--- config.mk ---
export PLATFORM = sky130hd
export DESIGN_NAME = acc_cpu_param
export DESIGN_NICKNAME = d
export VERILOG_FILES = /design/src/rtl/acc_cpu_param.sv
export SDC_FILE = /design/constraint.sdc
export NUM_CORES = 1
export LEC_CHECK = 0
export ABC_AREA = 0
export CAP_MARGIN = 20
export CORE_AREA = 2 2 238 240
export CTS_CLUSTER_DIAMETER = 200
export DETAILED_ROUTE_END_ITERATION = 12
export DIE_AREA = 0 0 240 242
export PLACE_DENSITY = 0.68
export SLEW_MARGIN = 15
export SYNTH_ARGS = -nofsm -noshare
export SYNTH_HDL_FRONTEND = slang
export SYNTH_SLANG_ARGS = --single-unit
export TNS_END_PERCENT = 10
--- constraint.sdc ---
create_clock -name clk -period 4 [get_ports clk]
set_input_delay 0.8 -clock clk [delete_from_list [all_inputs] [get_ports clk]]
set_output_delay 0.8 -clock clk [all_outputs]
set_load 0.02 [all_outputs]
--- src/rtl/acc_cpu_param.sv ---
// ---------------------------------------------------------------------------
// acc_cpu_param
//   Two-cycle fetch/execute accumulator core with configurable data and
//   address widths. Harvard split: the instruction RAM is loaded through the
//   prog_* port while halted, and the data RAM is written only by STORE.
//
// Parameters
//   DATA_W  accumulator / data RAM word width (>= 2)
//   ADDR_W  operand field width; both RAMs hold 2^ADDR_W words and an
//           instruction is ADDR_W+4 bits: {opcode[3:0], operand}
//
// Ports
//   clk, reset_n   rising-edge clock, asynchronous active-low reset
//   start          leave HALT and begin executing at address 0
//   prog_we        instruction RAM write strobe (honoured only in HALT)
//   prog_addr      instruction RAM write address
//   prog_data      instruction word
//   data_in        external input sampled by IN
//   acc_out        accumulator
//   pc_out         program counter
//   out_data       last value written by OUT
//   out_valid      one-cycle pulse when out_data updates
//   halted         core is in HALT
//   zero_flag      Z flag
//   carry_flag     C flag
//
// Configuration
//   ACC_CPU_BRANCH_EN  defined: JMP/JZ/JC load the pc.
//                      undefined: opcodes A-C are NOPs and the branch
//                      condition logic is not built.
// ---------------------------------------------------------------------------
module acc_cpu_param #(
    parameter int unsigned DATA_W = 8,
    parameter int unsigned ADDR_W = 5
) (
    input  logic                clk,
    input  logic                reset_n,
    input  logic                start,
    input  logic                prog_we,
    input  logic [ADDR_W-1:0]   prog_addr,
    input  logic [ADDR_W+3:0]   prog_data,
    input  logic [DATA_W-1:0]   data_in,
    output logic [DATA_W-1:0]   acc_out,
    output logic [ADDR_W-1:0]   pc_out,
    output logic [DATA_W-1:0]   out_data,
    output logic                out_valid,
    output logic                halted,
    output logic                zero_flag,
    output logic                carry_flag
);

    localparam int unsigned INSTR_W = ADDR_W + 4;
    localparam int unsigned DEPTH   = 1 << ADDR_W;

    localparam logic [3:0] OP_ADD   = 4'h0;
    localparam logic [3:0] OP_SUB   = 4'h1;
    localparam logic [3:0] OP_LOAD  = 4'h2;
    localparam logic [3:0] OP_STORE = 4'h3;
    localparam logic [3:0] OP_AND   = 4'h4;
    localparam logic [3:0] OP_OR    = 4'h5;
    localparam logic [3:0] OP_XOR   = 4'h6;
    localparam logic [3:0] OP_LDI   = 4'h7;
    localparam logic [3:0] OP_IN    = 4'h8;
    localparam logic [3:0] OP_OUT   = 4'h9;
    localparam logic [3:0] OP_JMP   = 4'hA;
    localparam logic [3:0] OP_JZ    = 4'hB;
    localparam logic [3:0] OP_JC    = 4'hC;
    localparam logic [3:0] OP_NOP_D = 4'hD;
    localparam logic [3:0] OP_NOP_E = 4'hE;
    localparam logic [3:0] OP_HALT  = 4'hF;

    typedef enum logic [1:0] {
        S_HALT  = 2'd0,
        S_FETCH = 2'd1,
        S_EXEC  = 2'd2
    } state_t;

    // Architectural state
    state_t                 r_state;
    logic [ADDR_W-1:0]      r_pc;
    logic [INSTR_W-1:0]     r_ir;
    logic [DATA_W-1:0]      r_acc;
    logic                   r_z;
    logic                   r_c;
    logic [DATA_W-1:0]      r_out_data;
    logic                   r_out_valid;
    logic                   r_halted;
    logic [INSTR_W-1:0]     r_imem [DEPTH];
    logic [DATA_W-1:0]      r_dmem [DEPTH];

    // Decode / datapath nets
    state_t                 w_state_nxt;
    logic [3:0]             w_op;
    logic [ADDR_W-1:0]      w_a;
    logic [DATA_W-1:0]      w_mem;
    logic [DATA_W:0]        w_sum;
    logic [DATA_W:0]        w_diff;
    logic                   w_imem_we;
    logic                   w_pc_clr;
    logic                   w_fetch;
    logic                   w_branch;
    logic                   w_acc_we;
    logic [DATA_W-1:0]      w_acc_nxt;
    logic                   w_c_we;
    logic                   w_c_nxt;
    logic                   w_dmem_we;
    logic                   w_out_fire;

    assign w_op   = r_ir[INSTR_W-1:ADDR_W];
    assign w_a    = r_ir[ADDR_W-1:0];
    assign w_mem  = r_dmem[w_a];

    // Extended-width arithmetic: bit DATA_W is carry-out for ADD and borrow for SUB
    assign w_sum  = {1'b0, r_acc} + {1'b0, w_mem};
    assign w_diff = {1'b0, r_acc} - {1'b0, w_mem};

    // State register
    always_ff @(posedge clk or negedge reset_n) begin
        if (!reset_n) begin
            r_state <= S_HALT;
        end else begin
            r_state <= w_state_nxt;
        end
    end

    // Next-state logic
    always_comb begin
        w_state_nxt = r_state;
        case (r_state)
            S_HALT: begin
                if (start) begin
                    w_state_nxt = S_FETCH;
                end
            end
            S_FETCH: begin
                w_state_nxt = S_EXEC;
            end
            S_EXEC: begin
                if (w_op == OP_HALT) begin
                    w_state_nxt = S_HALT;
                end else begin
                    w_state_nxt = S_FETCH;
                end
            end
            default: begin
                w_state_nxt = S_HALT;
            end
        endcase
    end

    // Output / control decode
    always_comb begin
        w_imem_we  = 1'b0;
        w_pc_clr   = 1'b0;
        w_fetch    = 1'b0;
        w_branch   = 1'b0;
        w_acc_we   = 1'b0;
        w_acc_nxt  = r_acc;
        w_c_we     = 1'b0;
        w_c_nxt    = r_c;
        w_dmem_we  = 1'b0;
        w_out_fire = 1'b0;
        case (r_state)
            S_HALT: begin
                // A write and a start in the same cycle are both honoured
                w_imem_we = prog_we;
                w_pc_clr  = start;
            end
            S_FETCH: begin
                w_fetch = 1'b1;
            end
            S_EXEC: begin
                case (w_op)
                    OP_ADD: begin
                        w_acc_we  = 1'b1;
                        w_acc_nxt = w_sum[DATA_W-1:0];
                        w_c_we    = 1'b1;
                        w_c_nxt   = w_sum[DATA_W];
                    end
                    OP_SUB: begin
                        w_acc_we  = 1'b1;
                        w_acc_nxt = w_diff[DATA_W-1:0];
                        w_c_we    = 1'b1;
                        w_c_nxt   = w_diff[DATA_W];
                    end
                    OP_LOAD: begin
                        w_acc_we  = 1'b1;
                        w_acc_nxt = w_mem;
                    end
                    OP_STORE: begin
                        w_dmem_we = 1'b1;
                    end
                    OP_AND: begin
                        w_acc_we  = 1'b1;
                        w_acc_nxt = r_acc & w_mem;
                    end
                    OP_OR: begin
                        w_acc_we  = 1'b1;
                        w_acc_nxt = r_acc | w_mem;
                    end
                    OP_XOR: begin
                        w_acc_we  = 1'b1;
                        w_acc_nxt = r_acc ^ w_mem;
                    end
                    OP_LDI: begin
                        // Zero-extends or truncates the operand to DATA_W
                        w_acc_we  = 1'b1;
                        w_acc_nxt = DATA_W'(w_a);
                    end
                    OP_IN: begin
                        w_acc_we  = 1'b1;
                        w_acc_nxt = data_in;
                    end
                    OP_OUT: begin
                        w_out_fire = 1'b1;
                    end
`ifdef ACC_CPU_BRANCH_EN
                    OP_JMP: begin
                        w_branch = 1'b1;
                    end
                    OP_JZ: begin
                        w_branch = r_z;
                    end
                    OP_JC: begin
                        w_branch = r_c;
                    end
`else
                    OP_JMP, OP_JZ, OP_JC: begin
                        w_branch = 1'b0;
                    end
`endif
                    OP_NOP_D, OP_NOP_E, OP_HALT: begin
                        w_branch = 1'b0;
                    end
                    default: begin
                        w_branch = 1'b0;
                    end
                endcase
            end
            default: begin
                w_branch = 1'b0;
            end
        endcase
    end

    // Datapath and RAM writes; RAM writes sit under the reset branch so an
    // edge coincident with reset never commits a write
    always_ff @(posedge clk or negedge reset_n) begin
        if (!reset_n) begin
            r_pc        <= '0;
            r_ir        <= '0;
            r_acc       <= '0;
            r_z         <= 1'b0;
            r_c         <= 1'b0;
            r_out_data  <= '0;
            r_out_valid <= 1'b0;
            r_halted    <= 1'b1;
        end else begin
            r_out_valid <= w_out_fire;
            r_halted    <= (w_state_nxt == S_HALT);

            // Only one of these can be active in a given state
            if (w_pc_clr) begin
                r_pc <= '0;
            end else if (w_fetch) begin
                r_pc <= r_pc + ADDR_W'(1);
            end else if (w_branch) begin
                r_pc <= w_a;
            end

            if (w_fetch) begin
                r_ir <= r_imem[r_pc];
            end

            if (w_acc_we) begin
                r_acc <= w_acc_nxt;
                r_z   <= (w_acc_nxt == '0);
            end

            if (w_c_we) begin
                r_c <= w_c_nxt;
            end

            if (w_out_fire) begin
                r_out_data <= r_acc;
            end

            if (w_imem_we) begin
                r_imem[prog_addr] <= prog_data;
            end

            if (w_dmem_we) begin
                r_dmem[w_a] <= r_acc;
            end
        end
    end

    assign acc_out    = r_acc;
    assign pc_out     = r_pc;
    assign out_data   = r_out_data;
    assign out_valid  = r_out_valid;
    assign halted     = r_halted;
    assign zero_flag  = r_z;
    assign carry_flag = r_c;

endmodule

==> metrics.txt <==
GR Layer Usage met3=slightly above 4%; wire length reported by the detailed router=59800 µm; TritonCTS clock tree=yes; result of the run=complete, no violations; YS warnings=0; clock slew at reported path FFs=60 ps; area of the mapped netlist=24100 µm²; number of diodes=0; kind of end point of the critical path=flip-flop; residual DRC count=0; fillers=roughly 4500; count of vias placed by the detailed router=approximately 14000; initial core utilization=43.2%; dpl ws=-262 ps; global-route wire length before repair=88400 µm; R2R Path End=zero_flag; aggregate global-route resource usage=20.6%; Hold/Removal Path Class=input port to async pin; Skew-Pair Late Insertion Delay=roughly 620 ps; nets@finish=between 1500 and 2000; GR Overflow Total=0; Critical Path Start=r_ir[0]; most used flip-flop cell after synthesis=sky130_fd_sc_hd__edfxtp_1; fraction of layout cells with a size suffix above 1=29.0%; area of the die=approximately 58000 µm²; IR Drop Worst-Case VDD=roughly 440 µV; power density of the placed cells=about 760 nW/µm²; leakage=approximately 9.6 nW; half-perimeter wire length after detailed placement=just under 40000 µm; placed cell count=roughly 2300; number of nets in the synthesized netlist=between 1000 and 1500; count of buffers inserted at the top-level ports=50; number of buffers created by CTS=57; fraction of synthesis flops using an asynchronous set or reset pin=under 10%; final worst setup slack=approximately 8 ps; GP Congestion=between 0.9 and 1; final instance count without filler cells=~2400; Worst setup SP type=flip-flop; hold buffer count at cts=0; number of nets still failing antenna checks after routing=0; Worst Skew=around 21 ps; unrepaired setup endpoints after global routing=true; fmax=0.251 GHz; CP Data Arrival Time=approximately 4500 ps; most frequent standard cell in the layout excluding fill and tap cells=sky130_fd_sc_hd__edfxtp_1; Syn Inst Count=~1400; number of clock sinks=580; met1 Use GR=28.3%; worst r2r path cells=16; transition time at the pin with the least slew margin=around 940 ps; shortest clock period the worst path allows after layout=3990 ps; category of the critical setup timing path=flip-flop to flip-flop; post-synthesis to final-layout area growth=20.2%; initial antenna violation count=0; maximum fanout encountered on the critical timing path=9; total design power=between 20 and 25 mW; R2R Setup Slk=around 8.2 ps; worst-case clock buffer depth=3; total I/O pin count=between 50 and 60; clk root buf=sky130_fd_sc_hd__clkbuf_16; mean number of vias per cell=5.68; Critical R2R Launch=r_ir[0]; reported max-cap violation count=0; pin count of the biggest net entering global routing=between 50 and 60; number of rows created at floorplan=87; part of the cycle the worst path needs=approximately 100%; x dimension of the die=240 µm; number of global-route vias before repair=between 10000 and 15000; violation count after the first detailed-route iteration=1238; WL per Instance=25.1 µm; Syn Area/Cell=roughly 18 µm²; final hold viol count=0; critical path data required time=around 4500 ps; number of enable flip-flop cells after synthesis=544; flops & latches, synth=between 500 and 600; Max-Slew Margin vs Limit=around 37%; first-pass iteration count of the detailed router=5; layer carrying the most global-route usage=met2; Slew Limit Fails=0; Setup violations, final=0; most used cells in the layout excluding fill and tap cells=544 x sky130_fd_sc_hd__edfxtp_1, 175 x sky130_fd_sc_hd__buf_4, 108 x sky130_fd_sc_hd__mux2i_1; Core ar.=roughly 56000 µm²; Die Span Y=around 240 µm; met2 routing resource usage after global routing=between 30% and 40%; number of distinct standard cells referenced by the synthesized netlist=between 70 and 80; post-synthesis sequential area ratio=a little under three quarters; maximum level of the CTS H-tree=2
sequential cells by signal, summed over array words and instances (netlist names):
signal and count:
acc_out 8, carry_flag 1, halted 1, out_data 8, out_valid 1, pc_out 5
r_dmem 256, r_imem 288, r_ir 9, r_state 2, zero_flag 1
cells by family after synthesis:
family / after synthesis / share of synthesized area [%]
buf+inv: 106 / 2.18
compound gates: 164 / 4.49
mux: 229 / 14.7
xor+xnor: 3 / 0.109
flops: 580 / 71.5
fa+ha+maj: 29 / 1.57
simple gates: 247 / 5.45
layout make-up:
type | instances | area [µm²] | area share [%]
Clock buffer | 71 | 1500 | 5.18
Clock inverter | 32 | 208 | 0.717
Inverter | 31 | 116 | 0.402
Multi-Input combinational cell | 672 | 6800 | 23.5
Sequential cell | 580 | 17300 | 59.6
Tap cell | 756 | 946 | 3.27
Timing Repair Buffer | 244 | 2130 | 7.35
worst max-delay path by stage:
stage                     end  slack, ps  depth (start not counted)
finish              zero_flag          8                         16
global route        zero_flag       -160                         15
CTS                 zero_flag          3                         17
detailed placement  zero_flag       -260                         15
global placement    zero_flag       -220                         14
floorplan           zero_flag         30                         17
what timing repair did:
item,4_1_cts,5_1_grt
buffers inserted,3,8
endpoints found under the setup margin,2,3
cloned,2,0
gates resized for setup,45,58
pin swaps,9,17
routing by layer:
layer | vias to the layer above | share of wire [%]
li1 | 5938 | -
met1 | 6989 | 42
met2 | 512 | 48
met3 | 110 | 6.5
met4 | 0 | 3.3
met5 | - | 0
through the flow:
stage | setup TNS (ps) | hold WS (ps) | utilization [%] | instance area (µm²)
final | 0 | 71.6 | 52.0 | 29000
after global routing | -161 | 54.9 | 52.0 | 29000
after CTS | 0 | 39.4 | 51.3 | 28600
after detailed placement | -262 | 476 | 47.7 | 26600
after global placement | -218 | 464 | 47.7 | 26600
after floorplan | 0 | 504 | - | 24100
report_power, final:
group	switching (mW)	internal (mW)
Combinational	5.17	4.44
Sequential	0.307	7.22
Clock	2.26	2.67
cell usage after synthesis, types with 5 or more instances:
library cell               instances  share of area [%]
sky130_fd_sc_hd__nor3_1            9               0.19
sky130_fd_sc_hd__o21ai_0          32               0.66
sky130_fd_sc_hd__nand3_1          14               0.29
sky130_fd_sc_hd__nand3b_1          5               0.16
sky130_fd_sc_hd__a21oi_1          18               0.37
sky130_fd_sc_hd__or3_1             6               0.16
sky130_fd_sc_hd__nand2b_1          5               0.13
sky130_fd_sc_hd__nor2b_1           9               0.23
sky130_fd_sc_hd__mux2i_1         129                5.4
sky130_fd_sc_hd__nor4_1           15               0.39
sky130_fd_sc_hd__or4_1             6               0.19
sky130_fd_sc_hd__nand2_1          49               0.76
sky130_fd_sc_hd__clkbuf_1         30               0.47
sky130_fd_sc_hd__buf_1             7               0.11
sky130_fd_sc_hd__nor2_1           88                1.4
sky130_fd_sc_hd__buf_6            10               0.47
sky130_fd_sc_hd__mux4_2           99                9.3
sky130_fd_sc_hd__nand4_1           8               0.21
sky130_fd_sc_hd__o22ai_1          59                1.5
sky130_fd_sc_hd__edfxtp_1        544                 68
sky130_fd_sc_hd__buf_2            24               0.50
sky130_fd_sc_hd__inv_1            31               0.48
sky130_fd_sc_hd__ha_1             27                1.4
sky130_fd_sc_hd__dfrtp_1          35                3.6
sky130_fd_sc_hd__a31oi_1           6               0.16
critical path, cell delays in order (launching register included):
cell,delay [ps]
sky130_fd_sc_hd__dfrtp_4,530
sky130_fd_sc_hd__buf_12,190
sky130_fd_sc_hd__buf_12,150
sky130_fd_sc_hd__mux2i_4,230
sky130_fd_sc_hd__buf_4,140
sky130_fd_sc_hd__o22ai_2,80
sky130_fd_sc_hd__nor4_4,340
sky130_fd_sc_hd__buf_4,170
sky130_fd_sc_hd__nand2_1,90
sky130_fd_sc_hd__buf_4,170
sky130_fd_sc_hd__ha_2,230
sky130_fd_sc_hd__mux4_2,480
sky130_fd_sc_hd__nand2_1,90
sky130_fd_sc_hd__o311ai_0,130
sky130_fd_sc_hd__a211oi_1,410
sky130_fd_sc_hd__o2111ai_2,240
sky130_fd_sc_hd__o31ai_2,250
(Power assumes the default switching activity.)
